===== config.mk =====
export PLATFORM = sky130hd
export DESIGN_NAME = sif_wr_bridge
export DESIGN_NICKNAME = d
export VERILOG_FILES = /design/src/rtl/sif_wr_bridge.sv
export SDC_FILE = /design/constraint.sdc
export NUM_CORES = 1
export LEC_CHECK = 0
export BUFFER_PORTS_ARGS = -buffer_cell sky130_fd_sc_hd__buf_2
export CAP_MARGIN = 40
export CORE_UTILIZATION = 55
export DETAILED_ROUTE_END_ITERATION = 10
export GPL_ROUTABILITY_DRIVEN = 0
export PLACE_DENSITY = 0.75
export SLEW_MARGIN = 20
export SYNTH_ARGS = -nofsm -noshare
export SYNTH_HDL_FRONTEND = slang
export SYNTH_SLANG_ARGS = --single-unit

===== constraint.sdc =====
create_clock -name clk -period 4.6 [get_ports clk]
set_input_delay 0.46 -clock clk [delete_from_list [all_inputs] [get_ports clk]]
set_output_delay 0.46 -clock clk [all_outputs]
set_load 0.1 [all_outputs]

===== src/rtl/sif_wr_bridge.sv =====
// ============================================================================
// Module   : sif_wr_bridge
// Purpose  : Bridges X-side access strobes to the W-side write port. X writes
//            are queued in a small FIFO and replayed as single-cycle W write
//            strobes with a programmable minimum spacing. X reads are served
//            from a shadow array that mirrors values already committed on W.
// Options  : SIF_WR_BRIDGE_OVF_CNT_EN adds ovf_cnt / ovf_sticky drop tracking.
// Revision : 1.0 - initial release
// ============================================================================
`default_nettype none

module sif_wr_bridge #(
  parameter int DEPTH = 4,   // FIFO entries, power of 2, >= 2
  parameter int NREGS = 16,  // shadow registers, power of 2, >= 2
  parameter int GAP   = 0    // minimum low cycles between W strobes (0..15)
) (
  input  logic        clk,
  input  logic        rst,
  input  logic        xa_wr_s,
  input  logic        xa_rd_s,
  input  logic [15:0] xa_addr,
  input  logic [15:0] xa_data_wr,
  output logic [15:0] xa_data_rd,
  output logic        xa_full,
  output logic        wa_wr_s,
  output logic [15:0] wa_addr,
  output logic [15:0] wa_data_wr
`ifdef SIF_WR_BRIDGE_OVF_CNT_EN
  ,
  output logic [7:0]  ovf_cnt,
  output logic        ovf_sticky
`endif
);

  localparam int AW = $clog2(DEPTH);
  localparam int IW = $clog2(NREGS);
  localparam logic [AW:0] DEPTH_C = (AW+1)'(DEPTH);
  localparam logic [3:0]  GAP_C   = 4'(GAP);

  typedef enum logic [1:0] {
    ST_IDLE  = 2'd0,
    ST_WRITE = 2'd1,
    ST_GAP   = 2'd2
  } state_t;

  // FIFO storage and bookkeeping
  logic [31:0]   mem_q [DEPTH];
  logic [AW-1:0] wr_ptr_q, wr_ptr_d;
  logic [AW-1:0] rd_ptr_q, rd_ptr_d;
  logic [AW:0]   count_q, count_d;
  logic          full_q, full_d;

  // Sequencer and W-side outputs
  state_t        state_q, state_d;
  logic [3:0]    gap_cnt_q, gap_cnt_d;
  logic          wa_wr_s_q, wa_wr_s_d;
  logic [15:0]   wa_addr_q, wa_addr_d;
  logic [15:0]   wa_data_q, wa_data_d;

  // Shadow array and read port
  logic [15:0]   shadow_q [NREGS];
  logic [15:0]   shadow_d [NREGS];
  logic [15:0]   rd_data_q, rd_data_d;

  logic          pop;
  logic          push_ok;
  logic          fifo_ne;
  logic [31:0]   head;

`ifdef SIF_WR_BRIDGE_OVF_CNT_EN
  logic [7:0]    ovf_cnt_q, ovf_cnt_d;
  logic          ovf_sticky_q, ovf_sticky_d;
`endif

  // Next-state logic: sequencer, FIFO pointers, shadow commit and read port
  always_comb begin
    fifo_ne   = (count_q != '0);
    head      = mem_q[rd_ptr_q];
    pop       = 1'b0;
    state_d   = state_q;
    gap_cnt_d = gap_cnt_q;
    wa_wr_s_d = 1'b0;
    wa_addr_d = wa_addr_q;
    wa_data_d = wa_data_q;

    case (state_q)
      ST_IDLE: begin
        if (fifo_ne) begin
          pop       = 1'b1;
          wa_wr_s_d = 1'b1;
          wa_addr_d = head[31:16];
          wa_data_d = head[15:0];
          state_d   = ST_WRITE;
        end
      end
      ST_WRITE: begin
        if (GAP == 0 && fifo_ne) begin
          pop       = 1'b1;
          wa_wr_s_d = 1'b1;
          wa_addr_d = head[31:16];
          wa_data_d = head[15:0];
        end else if (GAP <= 1) begin
          // The IDLE pop cycle alone provides a single low cycle.
          state_d = ST_IDLE;
        end else begin
          state_d   = ST_GAP;
          gap_cnt_d = GAP_C;
        end
      end
      ST_GAP: begin
        // The IDLE pop cycle is the last low cycle of the gap, so leave
        // here one cycle before the counter would reach 1.
        gap_cnt_d = gap_cnt_q - 4'd1;
        if (gap_cnt_q <= 4'd2) begin
          state_d = ST_IDLE;
        end
      end
      default: begin
        state_d = ST_IDLE;
      end
    endcase

    push_ok  = xa_wr_s && ((count_q < DEPTH_C) || pop);
    count_d  = count_q + {{AW{1'b0}}, push_ok} - {{AW{1'b0}}, pop};
    full_d   = (count_d == DEPTH_C);
    wr_ptr_d = push_ok ? wr_ptr_q + AW'(1) : wr_ptr_q;
    rd_ptr_d = pop     ? rd_ptr_q + AW'(1) : rd_ptr_q;

    // Commit of the strobe currently on the W side; reads see the old value.
    shadow_d = shadow_q;
    if (state_q == ST_WRITE) begin
      shadow_d[wa_addr_q[IW-1:0]] = wa_data_q;
    end
    rd_data_d = xa_rd_s ? shadow_q[xa_addr[IW-1:0]] : rd_data_q;

`ifdef SIF_WR_BRIDGE_OVF_CNT_EN
    ovf_cnt_d    = ovf_cnt_q;
    ovf_sticky_d = ovf_sticky_q;
    if (xa_wr_s && !push_ok) begin
      ovf_sticky_d = 1'b1;
      if (ovf_cnt_q != 8'hFF) begin
        ovf_cnt_d = ovf_cnt_q + 8'd1;
      end
    end
`endif
  end

  // FIFO data store; contents behind the pointers need no reset
  always_ff @(posedge clk) begin
    if (push_ok) begin
      mem_q[wr_ptr_q] <= {xa_addr, xa_data_wr};
    end
  end

  // State registers with synchronous reset
  always_ff @(posedge clk) begin
    if (rst) begin
      state_q   <= ST_IDLE;
      gap_cnt_q <= 4'd0;
      wr_ptr_q  <= '0;
      rd_ptr_q  <= '0;
      count_q   <= '0;
      full_q    <= 1'b0;
      wa_wr_s_q <= 1'b0;
      wa_addr_q <= 16'h0000;
      wa_data_q <= 16'h0000;
      rd_data_q <= 16'h0000;
      for (int i = 0; i < NREGS; i++) begin
        shadow_q[i] <= 16'h0000;
      end
`ifdef SIF_WR_BRIDGE_OVF_CNT_EN
      ovf_cnt_q    <= 8'd0;
      ovf_sticky_q <= 1'b0;
`endif
    end else begin
      state_q   <= state_d;
      gap_cnt_q <= gap_cnt_d;
      wr_ptr_q  <= wr_ptr_d;
      rd_ptr_q  <= rd_ptr_d;
      count_q   <= count_d;
      full_q    <= full_d;
      wa_wr_s_q <= wa_wr_s_d;
      wa_addr_q <= wa_addr_d;
      wa_data_q <= wa_data_d;
      rd_data_q <= rd_data_d;
      shadow_q  <= shadow_d;
`ifdef SIF_WR_BRIDGE_OVF_CNT_EN
      ovf_cnt_q    <= ovf_cnt_d;
      ovf_sticky_q <= ovf_sticky_d;
`endif
    end
  end

  assign xa_data_rd = rd_data_q;
  assign xa_full    = full_q;
  assign wa_wr_s    = wa_wr_s_q;
  assign wa_addr    = wa_addr_q;
  assign wa_data_wr = wa_data_q;
`ifdef SIF_WR_BRIDGE_OVF_CNT_EN
  assign ovf_cnt    = ovf_cnt_q;
  assign ovf_sticky = ovf_sticky_q;
`endif

endmodule

`default_nettype wire


==> results of run 1 <==
[layer usage]
layer | vias up | share of wire
met1 | 6190 | 0.44
li1 | 6026 | -
met4 | 0 | 0.024
met3 | 80 | 0.058
met5 | - | 0
met2 | 366 | 0.48
[kinds of logic (layout without fill, tap and decap cells)]
| family | after synthesis | after routing | synth area share |
|---|---|---|---|
| buffers and inverters | 158 | 211 | 0.0363 |
| AOI/OAI and AO/OA | 256 | 256 | 0.0785 |
| xor gates and xnor gates | 4 | 4 | 0.00196 |
| DFF | 442 | 442 | 0.567 |
| muxes | 257 | 257 | 0.167 |
| and+or+nand+nor | 619 | 619 | 0.144 |
| adders and majority gates | 7 | 7 | 0.00533 |
[Yosys cell counts]
cell | number | area share
nand2_1 | 419 | 0.088
dfxtp_1 | 314 | 0.35
mux2i_1 | 225 | 0.13
a21oi_1 | 208 | 0.058
edfxtp_1 | 128 | 0.22
clkbuf_1 | 115 | 0.024
nor2_1 | 109 | 0.023
nand3_1 | 52 | 0.015
a22oi_1 | 48 | 0.020
mux4_2 | 32 | 0.040
buf_2 | 26 | 0.0073
inv_1 | 8 | 0.0017
buf_4 | 6 | 0.0025
ha_1 | 6 | 0.0042
nor3_4 | 6 | 0.0055
and2_1 | 5 | 0.0018
nor2b_1 | 5 | 0.0018
nor3_2 | 4 | 0.0022
or3_1 | 4 | 0.0014
nand2b_1 | 3 | 0.0011
or2_2 | 3 | 0.0011
xnor2_1 | 3 | 0.0015
and3_1 | 2 | 0.00070
buf_1 | 2 | 0.00042
nor3b_1 | 2 | 0.00084
clkinv_1 | 1 | 0.00021
fa_1 | 1 | 0.0011
nand3b_1 | 1 | 0.00042
nand4_1 | 1 | 0.00035
nor3_1 | 1 | 0.00028
nor4_1 | 1 | 0.00035
nor4_2 | 1 | 0.00070
xor2_1 | 1 | 0.00049
[how the worst min path moves through the flow]
| stage | from | end | depth (start not counted) |
|---|---|---|---|
| after floorplan | shadow_q[100]$_SDFFE_PP0P_ | shadow_q[100]$_SDFFE_PP0P_ | 2 |
| after global placement | xa_data_rd[3]$_SDFFE_PP0P_ | xa_data_rd[3]$_SDFFE_PP0P_ | 2 |
| after detailed placement | xa_data_rd[3]$_SDFFE_PP0P_ | xa_data_rd[3]$_SDFFE_PP0P_ | 2 |
| after CTS | xa_data_wr[0] | mem_q[0][0]$_DFFE_PP_ | 1 |
| after global routing | xa_addr[7] | mem_q[3][23]$_DFFE_PP_ | 1 |
| final | xa_addr[7] | mem_q[2][23]$_DFFE_PP_ | 1 |
[cell type report]
cell class,count,area (µm²),area share
repair buffers,119,790,0.0394
multi-input cells,1143,7130,0.356
clock inverters,10,111,0.00556
flip-flops and latches,442,10100,0.505
clock buffers,73,1340,0.0670
well taps,402,503,0.0251
inverters,9,33.8,0.00169
[flip-flops by register name, indices dropped and copies added, names as in the netlist]
register	flops
xa_full	1
mem_q	128
state_q	1
wa_data_wr	16
shadow_q	256
wa_addr	16
count_q	3
xa_data_rd	16
wr_ptr_q	2
wa_wr_s	1
rd_ptr_q	2
[power groups by stage]
stage | logic, mW | registers (mW) | clock network [mW]
floorplan | 1.35 | 5.40 | 0
global placement | 2.41 | 4.87 | 0
detailed placement | 2.47 | 4.89 | 0
CTS | 2.48 | 4.81 | 3.58
global route | 2.61 | 4.87 | 3.76
finish | 2.47 | 4.82 | 3.54
[critical path, cell delays in order, from the launching register on]
cell	delay (ns)
dfxtp_1	0.35
nor3_4	0.16
buf_4	0.38
clkinv_1	0.15
ha_1	0.29
inv_1	0.04
ha_1	0.18
fa_1	0.38
xnor2_1	0.15
xnor2_1	0.20
nor4_1	0.06
[placed cells by master, fill, tap and decap left out, drive strengths merged]
master  synthesis  layout
a22oi          48      48
dfxtp         314     314
nor2b           5       5
and2            5       5
a21oi         208     208
nor3b           2       2
and3            2       2
nor2          109     109
ha              6       6
nand3          52      52
xor2            1       1
xnor2           3       3
edfxtp        128     128
or2             3       3
fa              1       1
or3             4       4
nor4            2       2
buf            34     119
nor3           11      11
clkbuf        115      73
mux4           32      32
mux2i         225     225
nand2         419     419
bufinv          0       1
nand4           1       1
clkinv          1       8
nand2b          3       3
inv             8      10
nand3b          1       1
==> impl_metrics.yaml, run 1 <==
run_status:
  status: "complete, no violations"
final_layout:
  drive_above_1_share: 0.133
  antenna_cells: 0
  fillers: 2502
  synthToLayoutAreaGrowth_pct: 12.3
  final_area_um2: 20000
  fin_util: 0.632
  layout.nets: 1803
  fin_cells: 2198
sta:
  slew_headroom: 0.421
  worst_pin_slew_ns: 0.868
  hold_slack_ns: 0.120
  rsz0062_at_grt: "false"
  finalCritPeriodShare: 0.543
  finalCriticalPeriod_ns: 2.50
  fin_tns_setup_ns: 0
  hold_violations: 0
  finalClockSkew_ns: 0.0176
  slew_viol_final: 0
  fmax_ghz: 0.401
  setup_viol: 0
  worst_slack_ns: 2.10
cts:
  cts_resized: 0
  ctsHtreeMaxLevel: 2
  cts_max_path_buffers: 3
  clock_latency_ns: 0.56
  cts_sinks: 442
  cts-root-buf: "clkbuf_16"
  tritoncts: "built"
  cts_setup_buffers: 0
  cts-buffers-inserted: 45
  holdBufCountCts: 0
  cts.clk_slew.worst_paths_ns: 0.06
global_routing:
  antenna_found_initial: 0
  gr-usage-met3: 0.0445
  grt_pass1_vias: 12600
  grt_max_degree: 139
  use_met1: 0.334
  busiest_layer: "met2"
  grt_usage: 0.254
  grt.overflow.total: 0
  use_met2: 0.426
  grt_pass1_wl_mm: 66.8
power_and_ir_drop:
  power_frac_clock: 0.327
  pwr-share-seq: 0.445
  p_sw_mw: 3.85
  power_density_nw_per_um2: 540
  p_comb_frac: 0.228
  p_sw_frac: 0.355
  power_mw: 10.8
  ir_drop_v: 0.000897
  p_int_mw: 6.98
  power.static_leakage_nw: 7.13
floorplanning:
  die-area_um2: 33200
  die_w_um: 182
  core_area_um2: 31700
  num_rows: 65
  die_y_um: 182
  start_util: 0.563
  num_io_pins: 86
drt:
  routed_wl_mm: 41.9
  antenna_left: 0
  num_vias: 12700
  firstDrtPassIters: 7
  drt-initial-drc-count: 1159
  via_per_inst: 5.76
  drc_errors: 0
  wl_per_cell_um: 19.0
worst_hold_path:
  hold_class: "in2reg"
worst_setup_path:
  crit_type: "reg2reg"
  cp.arrival_ns: 2.90
  cp.required_ns: 5.00
  cp_max_fo: 35
  endpoint_kind: "flip-flop"
  r2r_cells: 10
  rr_endpoint: "xa_full$_SDFF_PP0_"
  r2r_start: "count_q[1]$_SDFF_PP0_"
  cp-start-kind: "flip-flop"
  r2r_slack_ns: 2.10
  endpoint: "xa_full$_SDFF_PP0_"
  critPathLaunch: "count_q[1]$_SDFF_PP0_"
synthesis:
  synth_area_per_cell_um2: 10.2
  ys_seq_area_frac: 0.567
  syn_area_um2: 17900
  synth.yosys.warnings: 0
  ys_seq_elements: 442
  synth_fp_nets: 1786
  synth.distinct_cells: 33
  synthCells: 1743
place:
  dp_cells: 2114
  dp_slack_ns: 2.09
  dp_hpwl_mm: 25.5
  dpl_cell_area_um2: 18600
  portBuffers: 85
run:
  drv_cap: 0
Note: power is estimated with default switching activity, not from simulation.
==> run 2: changes to the inputs <==
- clock period: 4.6 -> 2.3 ns (I/O delays scaled with it)
==> impl_metrics.yaml, run 2 (synthesis results as in run 1) <==
run_status:
  status: "complete, no violations"
final_layout:
  antenna_cells: 0
  fillers: 2419
  synthToLayoutAreaGrowth_pct: 15.2
  top_register: "shadow_q"
  final_cell_mix: "nand2_1 (419), dfxtp_1 (309), mux2i_1 (225)"
  final_common_cell: "nand2_1"
  drive_above_1_share: 0.145
  reg_top3: "shadow_q: 256 flops, mem_q: 128 flops"
  largest_reg_flops: 256
  final_area_um2: 20600
  layout.nets: 1864
worst_setup_path:
  critPathLaunch: "count_q[0]$_SDFF_PP0_"
  r2r_start: "count_q[0]$_SDFF_PP0_"
  crit_type: "reg2reg"
  cp.required_ns: 2.76
  cp-start-kind: "flip-flop"
  endpoint_kind: "flip-flop"
  cp_max_fo: 2
  r2r_cells: 9
  endpoint: "xa_full$_SDFF_PP0_"
  r2r_slack_ns: 0.26
  cp.arrival_ns: 2.50
  rr_endpoint: "xa_full$_SDFF_PP0_"
cts:
  cts-buffers-inserted: 45
  cts_sinks: 442
  cts_max_path_buffers: 3
  tritoncts: "built"
  clock_latency_ns: 0.56
  cts-root-buf: "clkbuf_16"
  cts.clk_slew.worst_paths_ns: 0.06
  cts_resized: 0
  cts_setup_buffers: 0
  ctsHtreeMaxLevel: 2
  holdBufCountCts: 32
global_routing:
  use_met1: 0.353
  busiest_layer: "met2"
  grt_pass1_wl_mm: 71.2
  grt_pass1_vias: 13200
  gr-usage-met3: 0.0491
  use_met2: 0.470
  grt_max_degree: 201
  grt.overflow.total: 0
  grt_usage: 0.276
  antenna_found_initial: 0
sta:
  rsz0062_at_grt: "false"
  worst_pin_slew_ns: 0.949
  fin_tns_setup_ns: 0
  fmax_ghz: 0.490
  finalCritPeriodShare: 0.887
  slew_viol_final: 0
  slew_headroom: 0.367
  finalCriticalPeriod_ns: 2.04
  setup_viol: 0
  finalClockSkew_ns: 0.0127
  hold_violations: 0
floorplanning:
  core_area_um2: 31700
  start_util: 0.563
  num_io_pins: 86
  die-area_um2: 33200
  die_y_um: 182
  die_w_um: 182
  num_rows: 65
worst_hold_path:
  hold_class: "in2reg"
drt:
  antenna_left: 0
  drc_errors: 0
  via_per_inst: 5.81
  firstDrtPassIters: 5
  wl_per_cell_um: 20.1
  drt-initial-drc-count: 1334
  routed_wl_mm: 45.4
  num_vias: 13100
power_and_ir_drop:
  ir_drop_v: 0.00101
  p_sw_mw: 7.89
  power_density_nw_per_um2: 1080
  power_frac_clock: 0.328
  p_sw_frac: 0.354
  p_int_mw: 14.4
  p_comb_frac: 0.272
  power.static_leakage_nw: 7.41
  pwr-share-seq: 0.399
run:
  drv_cap: 0
place:
  dpl_cell_area_um2: 18700
  portBuffers: 85
  dp_hpwl_mm: 26.1
[run 2: worst min path at each step]
stage                          startpoint                          to  depth (start not counted)
5_1_grt                           xa_wr_s    wr_ptr_q[1]$_SDFFE_PP0P_                          3
3_5_place_dp   xa_data_rd[0]$_SDFFE_PP0P_  xa_data_rd[0]$_SDFFE_PP0P_                          2
3_3_place_gp   xa_data_rd[2]$_SDFFE_PP0P_  xa_data_rd[2]$_SDFFE_PP0P_                          2
2_1_floorplan               xa_data_wr[0]       mem_q[0][0]$_DFFE_PP_                          0
4_1_cts                           xa_wr_s    wr_ptr_q[0]$_SDFFE_PP0P_                          3
6_report                          xa_wr_s    wr_ptr_q[0]$_SDFFE_PP0P_                          3
[run 2: cell type report]
cell class / instances / area, µm² / share of cell area
Clock inverter: 20 / 213 / 0.0103
Sequential cell: 442 / 10100 / 0.493
Tap cell: 402 / 503 / 0.0245
Multi-Input combinational cell: 1143 / 7100 / 0.345
Timing Repair Buffer: 180 / 1310 / 0.0638
Clock buffer: 64 / 1270 / 0.0616
Inverter: 9 / 35.0 / 0.00170
[run 2: layer usage]
layer / up-vias / wire length [µm]
met1: 6366 / 18500
li1: 6152 / -
met4: 0 / 1180
met3: 92 / 3360
met2: 518 / 22400
met5: - / 0
[run 2: critical path: stages (launching register included)]
cell	delay, ns
dfxtp_1	0.34
nor3_4	0.22
clkinv_2	0.08
ha_1	0.27
inv_1	0.04
ha_1	0.19
fa_1	0.38
xnor2_1	0.15
xnor2_1	0.14
nor4_1	0.15
[run 2: stage by stage]
step	hold WS (ns)	power, mW	instances	utilization	worst slack (ns)
floorplan	0.329	13.5	1743	-	0.0117
global placement	0.433	14.9	2142	0.590	0.263
detailed placement	0.444	15.0	2142	0.590	0.225
CTS	0.00283	22.3	2258	0.647	0.221
global route	0.0691	23.1	2260	0.648	0.0950
finish	0.0112	22.3	2260	0.648	0.259
[run 2: power by group through the flow]
stage          combinational, mW  sequential, mW  clock (mW)
2_1_floorplan               2.73            10.8           0
3_3_place_gp                5.89            9.02           0
3_5_place_dp                5.98            9.05           0
4_1_cts                     6.05            8.89        7.37
5_1_grt                     6.39            8.95        7.72
6_report                    6.07            8.90        7.31
